==> src/rtl/riscv_pkg.sv <==
// Shared encodings for the pipeline: load/store width codes and the
// memory-stage FSM states.
package riscv_pkg;

  localparam logic [2:0] F3_B  = 3'b000;
  localparam logic [2:0] F3_H  = 3'b001;
  localparam logic [2:0] F3_W  = 3'b010;
  localparam logic [2:0] F3_BU = 3'b100;
  localparam logic [2:0] F3_HU = 3'b101;

  typedef enum logic {
    ST_IDLE   = 1'b0,
    ST_ACCESS = 1'b1
  } mem_state_t;

endpackage

==> src/rtl/mem_align.sv <==
// Combinational lane logic for the memory stage: store byte enables and
// lane replication, load extraction with extension, and access legality.
import riscv_pkg::*;

module mem_align (
  input  logic [1:0]  addrLo,
  input  logic [2:0]  funct3,
  input  logic [31:0] storeData,
  input  logic [31:0] rdata,
  output logic [3:0]  be,
  output logic [31:0] wdata,
  output logic [31:0] loadData,
  output logic        illegal
);

  logic isByte;
  logic isHalf;
  logic isWord;
  logic [7:0]  loadByte;
  logic [15:0] loadHalf;

  assign isByte = (funct3 == F3_B) || (funct3 == F3_BU);
  assign isHalf = (funct3 == F3_H) || (funct3 == F3_HU);
  assign isWord = (funct3 == F3_W);

  assign illegal = !(isByte || isHalf || isWord)
                 || (isHalf && addrLo[0])
                 || (isWord && (addrLo != 2'b00));

  // Each lane picks the byte of storeData that a replicated pattern puts there.
  genvar gi;
  generate
    for (gi = 0; gi < 4; gi++) begin : g_lane
      always_comb begin
        if (isByte) begin
          wdata[gi*8 +: 8] = storeData[7:0];
          be[gi]           = (addrLo == 2'(gi));
        end else if (isHalf) begin
          wdata[gi*8 +: 8] = storeData[(gi % 2)*8 +: 8];
          be[gi]           = (addrLo[1] == 1'(gi / 2));
        end else begin
          wdata[gi*8 +: 8] = storeData[gi*8 +: 8];
          be[gi]           = 1'b1;
        end
      end
    end
  endgenerate

  assign loadByte = rdata[{addrLo, 3'b000} +: 8];
  assign loadHalf = addrLo[1] ? rdata[31:16] : rdata[15:0];

  always_comb begin
    loadData = rdata;
    if (isByte) begin
      loadData = funct3[2] ? {24'h0, loadByte} : {{24{loadByte[7]}}, loadByte};
    end else if (isHalf) begin
      loadData = funct3[2] ? {16'h0, loadHalf} : {{16{loadHalf[15]}}, loadHalf};
    end
  end

endmodule

==> src/rtl/memory_stage.sv <==
// Pipeline memory-access stage: issues data-memory requests over req/ack,
// stalls execute while busy and registers the writeback results.
import riscv_pkg::*;

module memory_stage (
  input  logic        clk,
  input  logic        rst,
  input  logic        in_valid,
  output logic        in_ready,
  input  logic [31:0] alu_result,
  input  logic [31:0] store_data,
  input  logic [2:0]  funct3,
  input  logic        in_MemRead,
  input  logic        in_MemWrite,
  input  logic        in_RegWrite,
  input  logic        in_MemToReg,
  input  logic [4:0]  in_RegDest,
  output logic        dmem_req,
  output logic        dmem_we,
  output logic [31:0] dmem_addr,
  output logic [31:0] dmem_wdata,
  output logic [3:0]  dmem_be,
  input  logic [31:0] dmem_rdata,
  input  logic        dmem_ack,
  output logic        out_valid,
  output logic        out_RegWrite,
  output logic [4:0]  out_RegDest,
  output logic [31:0] out_wb_data,
  output logic        access_err
);

  mem_state_t stateReg;
  mem_state_t stateNext;

  logic [31:0] addrReg;
  logic [2:0]  funct3Reg;
  logic        regWriteReg;
  logic        memToRegReg;
  logic [4:0]  regDestReg;

  logic        accept;
  logic        isMem;
  logic        illegalIn;
  logic [1:0]  alignAddr;
  logic [2:0]  alignFunct3;
  logic [3:0]  alignBe;
  logic [31:0] alignWdata;
  logic [31:0] alignLoad;
  logic        alignIllegal;

  assign in_ready = (stateReg == ST_IDLE);
  assign accept   = in_valid && in_ready;
  assign isMem    = in_MemRead || in_MemWrite;

  // One aligner serves both phases: incoming op while idle, latched op while accessing.
  assign alignAddr   = in_ready ? alu_result[1:0] : addrReg[1:0];
  assign alignFunct3 = in_ready ? funct3 : funct3Reg;

  mem_align u_align (
    .addrLo    (alignAddr),
    .funct3    (alignFunct3),
    .storeData (store_data),
    .rdata     (dmem_rdata),
    .be        (alignBe),
    .wdata     (alignWdata),
    .loadData  (alignLoad),
    .illegal   (alignIllegal)
  );

  assign illegalIn = isMem && (alignIllegal || (in_MemRead && in_MemWrite));

  always_ff @(posedge clk or posedge rst) begin
    if (rst) begin
      stateReg <= ST_IDLE;
    end else begin
      stateReg <= stateNext;
    end
  end

  always_comb begin
    stateNext = stateReg;
    case (stateReg)
      ST_IDLE:   if (accept && isMem && !illegalIn) stateNext = ST_ACCESS;
      ST_ACCESS: if (dmem_ack) stateNext = ST_IDLE;
      default:   stateNext = ST_IDLE;
    endcase
  end

  always_ff @(posedge clk or posedge rst) begin
    if (rst) begin
      dmem_req     <= 1'b0;
      dmem_we      <= 1'b0;
      dmem_addr    <= 32'h0;
      dmem_wdata   <= 32'h0;
      dmem_be      <= 4'h0;
      out_valid    <= 1'b0;
      out_RegWrite <= 1'b0;
      out_RegDest  <= 5'd0;
      out_wb_data  <= 32'h0;
      access_err   <= 1'b0;
      addrReg      <= 32'h0;
      funct3Reg    <= 3'b000;
      regWriteReg  <= 1'b0;
      memToRegReg  <= 1'b0;
      regDestReg   <= 5'd0;
    end else begin
      out_valid  <= 1'b0;
      access_err <= 1'b0;
      if (stateReg == ST_IDLE) begin
        if (accept) begin
          if (!isMem || illegalIn) begin
            out_valid    <= 1'b1;
            access_err   <= illegalIn;
            out_RegWrite <= in_RegWrite && !illegalIn;
            out_RegDest  <= in_RegDest;
            out_wb_data  <= alu_result;
          end else begin
            addrReg     <= alu_result;
            funct3Reg   <= funct3;
            regWriteReg <= in_RegWrite;
            memToRegReg <= in_MemToReg;
            regDestReg  <= in_RegDest;
            dmem_req    <= 1'b1;
            dmem_we     <= in_MemWrite;
            dmem_addr   <= {alu_result[31:2], 2'b00};
            dmem_be     <= alignBe;
            dmem_wdata  <= alignWdata;
          end
        end
      end else if (dmem_ack) begin
        dmem_req     <= 1'b0;
        out_valid    <= 1'b1;
        out_RegWrite <= regWriteReg;
        out_RegDest  <= regDestReg;
        out_wb_data  <= memToRegReg ? alignLoad : addrReg;
      end
    end
  end

endmodule

==> config.mk <==
export PLATFORM = sky130hd
export DESIGN_NAME = memory_stage
export DESIGN_NICKNAME = d
export VERILOG_FILES = /design/src/rtl/riscv_pkg.sv /design/src/rtl/mem_align.sv /design/src/rtl/memory_stage.sv
export SDC_FILE = /design/constraint.sdc
export NUM_CORES = 1
export LEC_CHECK = 0
export CORE_MARGIN = 8
export CORE_UTILIZATION = 50
export CTS_BUF_LIST = sky130_fd_sc_hd__clkbuf_8
export DETAILED_ROUTE_END_ITERATION = 7
export HOLD_SLACK_MARGIN = 0.03
export PLACE_DENSITY = 0.88
export SYNTH_ARGS = -nofsm -noshare
export SYNTH_HDL_FRONTEND = slang
export SYNTH_SLANG_ARGS = --single-unit
==> constraint.sdc <==
create_clock -name clk -period 14.6 [get_ports clk]
set_clock_uncertainty 0.15 [all_clocks]
set_input_delay 4.38 -clock clk [delete_from_list [all_inputs] [get_ports clk]]
set_output_delay 4.38 -clock clk [all_outputs]
set_load 0.02 [all_outputs]
After elaboration in Yosys (flattened, before gate mapping)
Cells that the tools add are included.

operators by class
  eq/ne operators = 9
  reductions and logical operators = 28
  multiplexer cells = 45
  bitwise gates (word level) = 3
  $add $sub $neg = 0
  shifts and indexed selects = 1
  divide/modulo/power cells = 0
  $lt $le $gt $ge = 0
  $mul = 0

operators with widths
  operator              number
  $mux W32              9
  $mux W8               5
  $shiftx A32 B6 Y8     1
  $mux W1               23
  $mux W5               4
  $mux W16              1
  $logic_or A1 B1 Y1    9
  $reduce_and A3 Y1     3
  $logic_and A1 B1 Y1   8
  $eq A3 B3 Y1 const B  2
  $reduce_bool A2 Y1    3
  $eq A2 B2 Y1 const B  2
  $ne A2 B2 Y1 const B  2
  $eq A3 B1 Y1 const B  1
  $eq A3 B2 Y1 const B  1
  $logic_not A1 Y1      3
  $logic_not A3 Y1      1
  $mux W3               1
  $not A1 Y1            3
  $eq A2 B1 Y1 const B  1
  $logic_not A2 Y1      1
  $mux W2               1
  $pmux W1 S2           1

word-level totals
  input bits = 112
  memories kept = 0
  bits in latches = 0
  memory bits (read-only) = 0
  output and inout bits = 111
  bits in registers = 151
  memory bits (writable) = 0
  logic and storage cells = 102

Logic depth before layout (Yosys ltp)
Gate-level depths: netlist of the first run.

  word-level depth = 15
  mapped depth = 10
  mapped depth without buffers = 6

Hierarchy
From an unflattened synthesis of the first run, not the netlist that was laid out.

unflattened totals
  cells, all modules = 577
  area total of the unflattened synthesis = 6775.2 µm²

by module, submodules not included
  module        seq. area each (µm²)  instances  area each (µm²)  cells each
  memory_stage  3027.9                1          5680.4           418
  mem_align     0.0                   1          1094.8           159

Worst setup path before layout of the first run
Ideal clock, no wire load.

  path kind = input-to-reg
  start = in alu_result[0]
  end = reg out_wb_data[0]
  stages on the path = 5
  setup time = 141 ps
  arrival = 5933 ps
  buffers on the path = 1
  path slack = 8375 ps
  required time = 14309 ps
  cells stage by stage = buf_2 > mux2i_1 > mux4_2 > a222oi_1 > a31oi_1

on the way
  cells in the longest elaborated chain, start to end = 9
  elaborated cells on any way between the ends = 19
  classes of those cells = 1 x shift; 8 x mux; 10 x reduce/logical

ends and longest elaborated chain
  item                                                       RTL line             RTL
  start, declared                                            memory_stage.sv:10   input logic [31:0] alu_result,
  branches (longest 9 deep; another with $shiftx A32 B6 Y8)  n/a
  end signal, assigned                                       memory_stage.sv:116  out_wb_data <= alu_result;
  end signal, assigned                                       memory_stage.sv:135  out_wb_data <= memToRegReg ? alignLoad : addrReg;
  end, declared                                              memory_stage.sv:28   output logic [31:0] out_wb_data,

Parallel ways; which one is timed is not known. The select of a mux whose other input is x is not followed.
A chain may end at the register's enable or synchronous reset.

Final worst setup path of the first run
  start = in alu_result[1]
  end = reg out_wb_data[6]

on the way
  cells in the longest elaborated chain, start to end = 9
  elaborated cells on any way between the ends = 18
  classes of those cells = 1 x shift; 9 x mux; 8 x reduce/logical

ends and longest elaborated chain
  item                                                       RTL line            RTL
  $mux W2 *                                                  memory_stage.sv:56  assign alignAddr = in_ready ? alu_result[1:0] : addrReg[1:0];
  branches (longest 8 deep; another with $shiftx A32 B6 Y8)  n/a

Mark *: on every way between the ends. The select of a mux whose other input is x is not followed.

==> flow_summary.ini, run 1 <==
[floorplan]
die_area_um2 = 17960
num_rows = 43
num_io_pins = 223
die_x_um = 134.0
coreArea_um2 = 13720
start_util_pct = 50.76
die_h_um = 134.0

[logic_synthesis]
ys_top_cells_by_area = dfrtp_1, nand2_1, o21ai_0
synth_common_cells = nand2_1, dfrtp_1, o21ai_0, mux2i_1
synth_top_area_share_pct = 43.48
postSynthCellCount = 808
yosysMostFrequentCell = nand2_1
synth-seq-cells = 121
synth_edf_count = 0
synth-main-ff-cell = dfrtp_1
seq_area_frac_synth_pct = 43.48
async_reset_ff_share_pct = 100.0
netlist-cell-type-count = 60
avgSynthCellArea_um2 = 8.619
synth_area_leader_cell = dfrtp_1
syn-cell-area_um2 = 6964
yosys_warnings = 0

[timing]
setup_slack_ns = 7.341
finalSetupViolCount = 0
rsz0062_at_grt = no
report.final.hold_viol_count = 0
holdWs_ns = 0.3246
worst_pin_slew_ns = 1.284
fin_setup_tns_ns = 0
maxSlewViolCount = 0
maxSlewHeadroom_pct = 14.10
layout_min_cycle_time_ns = 7.259
fmax_mhz = 137.8
post-route-period-util_pct = 49.72

[placement]
io_buffers = 220
gp_congestion = 0.9109
detailedPlace.worstSlack_ns = 6.997
dpl.hpwl_mm = 16.67

[cells_and_area]
n_fill_cell = 1117
insertedDiodeCount = 0
multi_input_comb_area_um2 = 3387
seq_area_um2 = 3029
syn2layout_area_growth_pct = 34.06
nets = 1076
drive_gt1_share_pct = 7.677

[worst_setup_path]
cp.arrival_ns = 7.43
worstSetupStartpointType = primary input
reg2reg_depth = 6
critPathCaptureType = flop
required_ns = 14.78
crit_type = in2reg
cp_max_fo = 17

[hold_path]
hold_path_class = reg2reg
whs_path_depth = 2

[pwr]
power_density_nw_per_um2 = 201.7
total_power_uw = 1883
vdd_drop_max_mv = 0.1346
power_leakage_uw = 0.004089

[global_routing]
overflow = 0
grt_pass1_vias = 6490
grt_use_total_pct = 25.81
antenna_found_initial = 0
grt_max_degree = 110
grt_pass1_wl_mm = 36.48

[clock_tree]
numCtsBuffers = 17
cts-resized-gates = 0
cts_max_level = 4
cts_hold_buf = 0
clk_pin_slew_ns = 0.07
cts_tree = done
clockBufferDepth = 2
clkSinkCount = 121
clkLatencyLatePin_ns = 0.44
clockRootBuffer = clkbuf_8
postCtsSetupRepairBufs = 0

[route]
drt-initial-drc-count = 534
drc = 0
wirelength_mm = 23.29
avgRoutedWirePerCell_um = 20.13
vias = 6630
first_pass_iters = 5
ant_nets = 0
vias_per_cell = 5.730

[run_status]
outcome = finished, final reports clean

[job]
drv_cap = 0
## sequential cells by signal (all words and copies together), names as in the netlist
name / count
access_err: 1
dmem_be: 4
out_wb_data: 32
dmem_wdata: 32
addrReg: 32
regWriteReg: 1
out_RegWrite: 1
out_RegDest: 5
out_valid: 1
stateReg: 1
dmem_req: 1
dmem_we: 1
memToRegReg: 1
funct3Reg: 3
regDestReg: 5
## worst paths after layout
path / start / end / slack, ns
hold reg to reg: regDestReg[2] / regDestReg[2] / 0.32
min in group asynchronous: rst / dmem_wdata[17] / 4.27
setup / recovery: alu_result[1] / out_wb_data[6] / 7.34
hold / removal: regDestReg[2] / regDestReg[2] / 0.32
setup reg to reg: stateReg / out_wb_data[12] / 10.95
max in group asynchronous: rst / dmem_be[2] / 8.71
## critical path: stages
cell and delay [ns]:
clkdlybuf4s50_1 0.68, nor4bb_1 0.99, nor2_2 0.39, mux2_1 0.41, o32a_1 0.33, a32o_1 0.25
## area by class of cell
type / instances / area share, %
clock buffer: 21 / 3.096
multi-input combinational: 584 / 36.28
sequential: 121 / 32.44
clock inverter: 11 / 1.112
timing repair buffer: 226 / 24.07
inverter: 14 / 0.5897
tap: 180 / 2.412
## cell usage in the layout (no fill, tap or decap), drive strengths merged, types with 4 or more instances in the layout
| cell | n |
|---|---|
| dfrtp | 121 |
| clkbuf | 21 |
| a211oi | 14 |
| buf | 6 |
| a32o | 5 |
| clkdlybuf4s50 | 220 |
| mux2i | 52 |
| inv | 17 |
| and2 | 20 |
| o21ai | 115 |
| and3 | 8 |
| o211ai | 5 |
| nor2 | 24 |
| nor2b | 12 |
| nand2 | 219 |
| nor3 | 4 |
| a21oi | 40 |
| a31oi | 6 |
| clkinv | 5 |
| mux2 | 6 |
| o31ai | 16 |
## per-layer routing
| metal | vias to the layer above | wire [um] | track usage (%) |
|---|---|---|---|
| li1 | 3058 | - | - |
| met1 | 3133 | 9052 | 31.56 |
| met2 | 379 | 11000 | 41.50 |
| met3 | 60 | 2595 | 8.601 |
| met4 | 0 | 643 | 9.669 |
| met5 | - | 0 | 0 |
## power by group
| part | total, uW | switching (uW) | internal [uW] | leakage (uW) |
|---|---|---|---|---|
| sequential | 624 | 128 | 495 | 0.00147 |
| combinational | 959 | 539 | 419 | 0.00240 |
| clock | 301 | 134 | 166 | 0.000215 |
| total | 1880 | 802 | 1080 | 0.00409 |
## cells by family after synthesis
group                     share of synthesized area [%]
xor gates and xnor gates                         0.1258
and+or+nand+nor                                   18.94
AOI/OAI and AO/OA                                 20.10
DFF                                               43.48
buffers and inverters                             8.246
muxes                                             9.055
other                                           0.05385
## per-stage QoR
step	util [%]	area (um^2)	std cells
floorplan	-	6968	809
global placement	65.19	8944	1125
detailed placement	65.19	8944	1125
CTS	68.05	9336	1157
global route	68.05	9336	1157
finish	68.05	9336	1157
(Power assumes the default switching activity.)
==> run 2, diff against run 1 <==
--- a/config.mk
+++ b/config.mk
@@ -6,11 +6,11 @@
 export NUM_CORES = 1
 export LEC_CHECK = 0
 export CORE_MARGIN = 8
-export CORE_UTILIZATION = 50
+export CORE_UTILIZATION = 48
 export CTS_BUF_LIST = sky130_fd_sc_hd__clkbuf_8
 export DETAILED_ROUTE_END_ITERATION = 7
 export HOLD_SLACK_MARGIN = 0.03
-export PLACE_DENSITY = 0.88
+export PLACE_DENSITY = 0.85
 export SYNTH_ARGS = -nofsm -noshare
 export SYNTH_HDL_FRONTEND = slang
 export SYNTH_SLANG_ARGS = --single-unit
==> constraint.sdc (replaced) <==
create_clock -name clk -period 7.4 [get_ports clk]
set_clock_uncertainty 0.15 [all_clocks]
set_input_delay 2.22 -clock clk [delete_from_list [all_inputs] [get_ports clk]]
set_output_delay 2.22 -clock clk [all_outputs]
set_load 0.02 [all_outputs]
==> run 2 against run 1 <==
- utilization shrank 3.2 points
- final area decreased by 0.16%
- clock power increased by 90%
- global-route usage down 1.1 points
- largest cell class unchanged
==> flow_summary.ini, run 2 (synthesis results as in run 1) <==
[global_routing]
grt_pass1_vias = 6576
overflow = 0
antenna_found_initial = 0
grt_pass1_wl_mm = 35.51
grt_use_total_pct = 24.72
grt_max_degree = 110

[route]
avgRoutedWirePerCell_um = 19.69
ant_nets = 0
vias_per_cell = 5.688
wirelength_mm = 22.86
drt-initial-drc-count = 504
drc = 0
first_pass_iters = 5
vias = 6604

[timing]
fmax_mhz = 195.4
maxSlewHeadroom_pct = 14.71
layout_min_cycle_time_ns = 5.118
rsz0062_at_grt = no
setup_slack_ns = 2.282
post-route-period-util_pct = 69.16
worst_pin_slew_ns = 1.275
finalSetupViolCount = 0
maxSlewViolCount = 0
report.final.hold_viol_count = 0
holdWs_ns = 0.3289
fin_setup_tns_ns = 0

[placement]
placedCellCount = 1129
io_buffers = 220
gp_congestion = 0.9188
dpl.hpwl_mm = 16.41
detailedPlace.worstSlack_ns = 1.928

[pwr]
total_power_uw = 3678
power_density_nw_per_um2 = 394.6
power_leakage_uw = 0.004047
vdd_drop_max_mv = 0.2410

[worst_setup_path]
cp.arrival_ns = 5.30
critPathCaptureType = flop
cp_cell_sequence = clkdlybuf4s50_1 > nor4bb_1 > nor2_2 > and2_1 > a2111oi_0 > o21ai_1
required_ns = 7.58
cp_max_fo = 17
worstSetupStartpointType = primary input
crit_type = in2reg
critPathMaxStageDelay_ns = 0.99
cp_slowest_cell = nor4bb_1

[clock_tree]
clkSinkCount = 121
clkLatencyLatePin_ns = 0.46
clk_pin_slew_ns = 0.08
postCtsSetupRepairBufs = 0
clockBufferDepth = 2
cts_max_level = 4
clockRootBuffer = clkbuf_8
cts-resized-gates = 0
cts_hold_buf = 0
numCtsBuffers = 17
cts_tree = done

[cells_and_area]
n_fill_cell = 1185
final_common_cell = clkdlybuf4s50_1
insertedDiodeCount = 0
fin_cells = 1161
layout_common_cells = clkdlybuf4s50_1, nand2_1, dfrtp_1, o21ai_0, mux2i_1
nets = 1076
drive_gt1_share_pct = 7.984
syn2layout_area_growth_pct = 33.85
reg_top3 = addrReg: 32 flops, dmem_wdata: 32 flops, out_wb_data: 32 flops

[floorplan]
die_area_um2 = 18620
num_io_pins = 223
coreArea_um2 = 14370
die_h_um = 136.5
start_util_pct = 48.47
die_x_um = 136.5
num_rows = 44

[job]
drv_cap = 0

[run_status]
outcome = finished, final reports clean

[hold_path]
hold_path_class = reg2reg
## run 2: layout make-up
class | instances | area (um^2) | share of cell area, %
flip-flops and latches | 121 | 3029 | 32.50
multi-input cells | 584 | 3387 | 36.34
inverters | 14 | 55.05 | 0.5906
clock buffers | 18 | 247.7 | 2.658
clock inverters | 14 | 125.1 | 1.342
repair buffers | 226 | 2247 | 24.11
well taps | 184 | 230.2 | 2.470
## run 2: critical path: cells and delay by family
kind	cells	cell delay [ns]
AO/OA/AOI/OAI	2	0.70
buffers and inverters	1	0.68
AND/OR/NAND/NOR	3	1.69
## run 2: final timing paths
path	start	endpoint	slack (ns)	cells after the start
max	alu_result[1]	out_wb_data[7]	2.28	6
min	regDestReg[3]	regDestReg[3]	0.33	2
min reg2reg	regDestReg[3]	regDestReg[3]	0.33	2
max reg2reg	stateReg	out_wb_data[21]	3.79	6
max in group asynchronous	rst	stateReg	3.67	3
min in group asynchronous	rst	dmem_wdata[23]	2.13	2
## run 2: routing by layer
metal  global-route usage, %  vias to the layer above  part of all wire (%)
met3                   9.904                       50                    13
met2                   39.06                      335                    47
li1                        -                     3063                     -
met5                       0                        -                     0
met1                   29.30                     3156                    37
met4                   10.43                        0                   2.5
## run 2: stage by stage
step                area, um^2  utilization, %
floorplan                 6968               -
global placement          8949           62.28
detailed placement        8949           62.28
CTS                       9321           64.87
global route              9321           64.87
finish                    9321           64.87
## run 2: where the power goes
part / switching [uW] / internal [uW] / total, uW
registers: 244 / 976 / 1220
logic: 1060 / 827 / 1890
clock network: 297 / 274 / 571
total: 1600 / 2080 / 3680
